## config.mk

```make
export PLATFORM = sky130hd
export DESIGN_NAME = cpu_rom_select
export DESIGN_NICKNAME = d
export VERILOG_FILES = /design/src/rtl/cpu_rom_select.sv
export SDC_FILE = /design/constraint.sdc
export NUM_CORES = 1
export LEC_CHECK = 0
export CELL_PAD_IN_SITES_DETAIL_PLACEMENT = 0
export CELL_PAD_IN_SITES_GLOBAL_PLACEMENT = 1
export CORE_MARGIN = 2
export CORE_UTILIZATION = 39
export CTS_CLUSTER_DIAMETER = 100
export DETAILED_ROUTE_END_ITERATION = 7
export PLACE_DENSITY_LB_ADDON = 0.1
export SLEW_MARGIN = 10
export SYNTH_ARGS = -nofsm -noshare
export SYNTH_HDL_FRONTEND = slang
export SYNTH_SLANG_ARGS = --single-unit
```

## constraint.sdc

```tcl
create_clock -name CLK -period 2.6 [get_ports CLK]
set_input_delay 0.26 -clock CLK [delete_from_list [all_inputs] [get_ports CLK]]
set_output_delay 0.26 -clock CLK [all_outputs]
set_load 0.005 [all_outputs]
```

## src/rtl/cpu_rom_select.sv

```systemverilog
// Program ROM bank decoder for the CPU PCB: registered chip enables, shared output
// enable, programmable read wait states and a write-into-ROM error strobe.
module cpu_rom_select #(
  parameter int WAIT_CYCLES = 1,
  parameter int ROM_COUNT   = 6
) (
  input  logic CLK,
  input  logic RESET_AL,
  input  logic MREQ_AL,
  input  logic RD_AL,
  input  logic WR_AL,
  input  logic RFSH_AL,
  input  logic A12,
  input  logic A13,
  input  logic A14,
  input  logic A15,
  output logic ROM0_AL,
  output logic ROM1_AL,
  output logic ROM2_AL,
  output logic ROM3_AL,
  output logic ROM4_AL,
  output logic ROM5_AL,
  output logic MR_AL,
  output logic WAIT_AL,
  output logic ROM_WR_ERR_AL
);

  typedef enum logic [1:0] {
    ST_IDLE = 2'd0,
    ST_WAIT = 2'd1,
    ST_HOLD = 2'd2
  } state_t;

  localparam logic [3:0] ROM_LIMIT = 4'(ROM_COUNT);
  localparam bit         HAS_WAIT  = (WAIT_CYCLES > 0);
  localparam logic [2:0] WAIT_LOAD = HAS_WAIT ? 3'(WAIT_CYCLES - 1) : 3'd0;

  state_t     state_q, state_d;
  logic [2:0] cnt_q, cnt_d;
  logic [2:0] bank_q, bank_d;
  logic [5:0] sel_q, sel_d;
  logic       mr_q, mr_d;
  logic       wait_q, wait_d;
  logic       err_q, err_d;
  logic       wr_seen_q, wr_seen_d;

  logic [3:0] bank_idx;
  logic       rd_req;
  logic       wr_req;
  logic       strobe_release;
  logic       in_rom;
  logic       accept;

  assign bank_idx       = {A15, A14, A13, A12};
  assign rd_req         = ~MREQ_AL & ~RD_AL & RFSH_AL;
  assign wr_req         = ~MREQ_AL & ~WR_AL & RFSH_AL;
  assign strobe_release = MREQ_AL | RD_AL;
  assign in_rom         = (bank_idx < ROM_LIMIT);
  assign accept         = (state_q == ST_IDLE) && rd_req && in_rom;

  always_ff @(posedge CLK or negedge RESET_AL) begin
    if (!RESET_AL) begin
      state_q <= ST_IDLE;
      cnt_q   <= 3'd0;
      bank_q  <= 3'd0;
    end else begin
      state_q <= state_d;
      cnt_q   <= cnt_d;
      bank_q  <= bank_d;
    end
  end

  // Bank is captured only on acceptance so later address movement cannot retarget the access.
  always_comb begin
    state_d = state_q;
    cnt_d   = 3'd0;
    bank_d  = bank_q;
    case (state_q)
      ST_IDLE: begin
        if (accept) begin
          bank_d = bank_idx[2:0];
          if (HAS_WAIT) begin
            state_d = ST_WAIT;
            cnt_d   = WAIT_LOAD;
          end else begin
            state_d = ST_HOLD;
          end
        end
      end
      ST_WAIT: begin
        if (strobe_release) begin
          state_d = ST_IDLE;
        end else if (cnt_q == 3'd0) begin
          state_d = ST_HOLD;
        end else begin
          state_d = ST_WAIT;
          cnt_d   = cnt_q - 3'd1;
        end
      end
      ST_HOLD: begin
        if (strobe_release) begin
          state_d = ST_IDLE;
        end
      end
      default: begin
        state_d = ST_IDLE;
      end
    endcase
  end

  // Outputs are decoded from the next state and flopped, so pins never see input glitches.
  always_comb begin
    sel_d  = 6'h3F;
    mr_d   = 1'b1;
    wait_d = 1'b1;
    if (state_d != ST_IDLE) begin
      for (int i = 0; i < 6; i++) begin
        if (bank_d == 3'(i)) begin
          sel_d[i] = 1'b0;
        end
      end
      mr_d   = 1'b0;
      wait_d = (state_d != ST_WAIT);
    end
  end

  always_comb begin
    err_d     = 1'b1;
    wr_seen_d = wr_seen_q;
    if (MREQ_AL) begin
      wr_seen_d = 1'b0;
    end else if (wr_req && in_rom && !wr_seen_q) begin
      err_d     = 1'b0;
      wr_seen_d = 1'b1;
    end
  end

  always_ff @(posedge CLK or negedge RESET_AL) begin
    if (!RESET_AL) begin
      sel_q     <= 6'h3F;
      mr_q      <= 1'b1;
      wait_q    <= 1'b1;
      err_q     <= 1'b1;
      wr_seen_q <= 1'b0;
    end else begin
      sel_q     <= sel_d;
      mr_q      <= mr_d;
      wait_q    <= wait_d;
      err_q     <= err_d;
      wr_seen_q <= wr_seen_d;
    end
  end

  assign ROM0_AL       = sel_q[0];
  assign ROM1_AL       = sel_q[1];
  assign ROM2_AL       = sel_q[2];
  assign ROM3_AL       = sel_q[3];
  assign ROM4_AL       = sel_q[4];
  assign ROM5_AL       = sel_q[5];
  assign MR_AL         = mr_q;
  assign WAIT_AL       = wait_q;
  assign ROM_WR_ERR_AL = err_q;

endmodule

```

==> qor.txt <==
status - completed
DR DRC count - 0
synth unique cells - 29
logic gate share of total power - 14.1%
first-pass GRT wire length - 2.46 mm
crit-path cells - clkdlybuf4s50_1
synth warn - 0
Clk Latency, worst-skew pair - 0.29 ns
Reg power frac - 55.4%
chip height - 49.6 um
Antenna Violating Nets Remaining - 0
DRT Wirelength - 1.35 mm
unrepaired setup endpoints after global routing - false
Total Power - 560 uW
setup TNS - 0 ns
area leader, netlist - dfstp_2
Overflow after GRT - 0
Max VDD drop - 0.329 mV
Yosys reg bits - 18
Vias - 605
Int Power - 428 uW
Setup Buffers After CTS - 0
Post-Layout Inst Area - 1060 um^2
synthesized area per cell - 11.0 um^2
top-area cell type share of the netlist area - 29.1%
IO Port Bufs - 18
Max stage delay cell, worst path - dfstp_2
Starting Density - 41.4%
CTS Hold Bufs - 0
Fmax - 0.635 GHz
P per Cell Area - 527 nW/um^2
Core ar. - 1960 um^2
most frequent cell after synthesis - nand2_1
DR vias/cell - 4.92
top cells by area, synth - dfstp_2 (29%), dfrtp_1 (28%), nand2_1 (6.0%)
critical path type - register to output port
Area growth syn-to-layout - 30.8%
CTS tree - yes
vias in the first global route - 576
Ports - 19
predominant post-synthesis flop cell - dfstp_2
register area - 462 um^2
DR iter-0 viols - 3
TritonCTS buffer count - 3
period utilization - 60.6%
Worst Setup Start Kind - register
Post-synth top cells - nand2_1 (13), dfrtp_1 (9), dfstp_2 (9), nor2_1 (8)
Initial DRT Pass Iterations - 4
H-tree lvl count - 1
delay-heaviest family, CP - flip-flops
clock root buffer - clkbuf_4
Placer Congestion - 0.744
die footprint - 2460 um^2
Num Clock Sinks - 18
CP peak stage delay - 0.53 ns
fin nets - 107
layout cells sized above 1 - 21.9%
EDFF count, synth - 0
per-cell routed wire length - 11.0 um
DIE WIDTH - 49.6 um
post-place setup slack - 0.818 ns
post-route setup slack - 1.02 ns
antenna violations before repair - 0
Async SR Flop Fraction - 100%
Slew headroom - 47.3%
post-synthesis instance area - 812 um^2
Multi-input gate area - 347 um^2
Critical Path AT - 1.32 ns
Hold Violations, Final - 0
Post-CTS Resized - 0
Sw Share - 23.6%
Antenna Cells - 0
worst hold path class - primary input to async pin
worst slew pin tran - 0.789 ns
sequential area share after synthesis - 56.9%
Cell Area, Placed - 1030 um^2
final clock skew - 0.00287 ns
CTS max path bufs - 2
Worst Path Required - 2.34 ns
Slew Viols, Final - 0
Psw - 132 uW
Cells after Synth - 74
crit path max fanout - 1
fill cell count - 200
CTS clock-pin slew for the worst setup and hold paths - 0.10 ns
Setup Viol. Count Final - 0
Clock Power Share - 30.5%
Final min period - 1.58 ns
Leak - 0.000432 uW
Buf/Inv on CP - 1
CP endpoint kind - output port
largest net degree at the start of global routing - 19
row count - 16
total track usage - 12.8%
Mapped Nets - 84
Max-Cap Viols - 0
hpwl dp - 1.05 mm
-- state kept, by name (all words and copies together) (netlist names) --
name,flops
sel_q,6
bank_q,3
cnt_q,3
state_q,2
MR_AL,1
ROM_WR_ERR_AL,1
WAIT_AL,1
wr_seen_q,1
-- metal layers --
metal | up-vias | global-route usage, % | part of all wire (%)
met3 | 2 | 1.82 | 3.9
met2 | 12 | 20.2 | 46
met1 | 288 | 17.5 | 48
met5 | - | 0 | 0
li1 | 303 | - | -
met4 | 0 | 5.56 | 1.7
-- logic make-up after synthesis --
family	Yosys count	share of synthesized area [%]
AND/OR/NAND/NOR	40	28.2
multiplexers	6	8.01
flip-flops	18	56.9
AO/OA/AOI/OAI	9	6.47
buffers and inverters	1	0.462
-- per-stage QoR --
step / std cells / hold WS, ns / utilization, %
floorplan: 74 / -0.0356 / -
global placement: 119 / 0.468 / 52.3
detailed placement: 119 / 0.461 / 52.3
CTS: 123 / 0.444 / 54.1
global route: 123 / 0.479 / 54.1
finish: 123 / 0.418 / 54.1
-- power by group through the flow --
stage | Combinational (uW) | Clock, uW | Sequential, uW
after floorplan | 46.0 | 0 | 312
after global placement | 79.8 | 0 | 315
after detailed placement | 79.9 | 0 | 315
after CTS | 80.2 | 174 | 310
after global routing | 88.3 | 188 | 313
final | 78.9 | 171 | 310
-- path summary, 6_finish.rpt --
check                      cells past startpoint       endpoint        from  slack (ns)
setup / recovery                               1        ROM2_AL    sel_q[2]        1.02
setup reg to reg                               4       sel_q[0]  state_q[0]        1.18
max in group asynchronous                      1     state_q[0]    RESET_AL        1.69
min in group CLK                               1  ROM_WR_ERR_AL   wr_seen_q        0.49
hold / removal                                 1      bank_q[1]    RESET_AL        0.42
hold reg to reg                                1  ROM_WR_ERR_AL   wr_seen_q        0.49
-- final cells by class --
cell class / count / area share [%]
timing repair buffer: 18 / 17.0
clock buffer: 4 / 3.42
inverter: 1 / 0.353
tap: 27 / 3.18
multi-input combinational: 55 / 32.6
sequential: 18 / 43.5
-- layout by cell type (no fill, tap or decap), types with 2 or more instances in the layout --
cell type	netlist	routed
o21ai_1	2	2
nor3_1	2	2
mux2_2	3	3
nor2_1	8	8
nand2_1	13	13
nor3b_1	2	2
clkdlybuf4s50_1	0	18
clkbuf_4	0	3
dfrtp_1	9	9
mux2i_1	2	2
a21oi_1	3	3
nor2b_1	2	2
dfstp_2	9	9
nand2b_1	2	2
No activity file was read; power rests on OpenSTA's default activity.
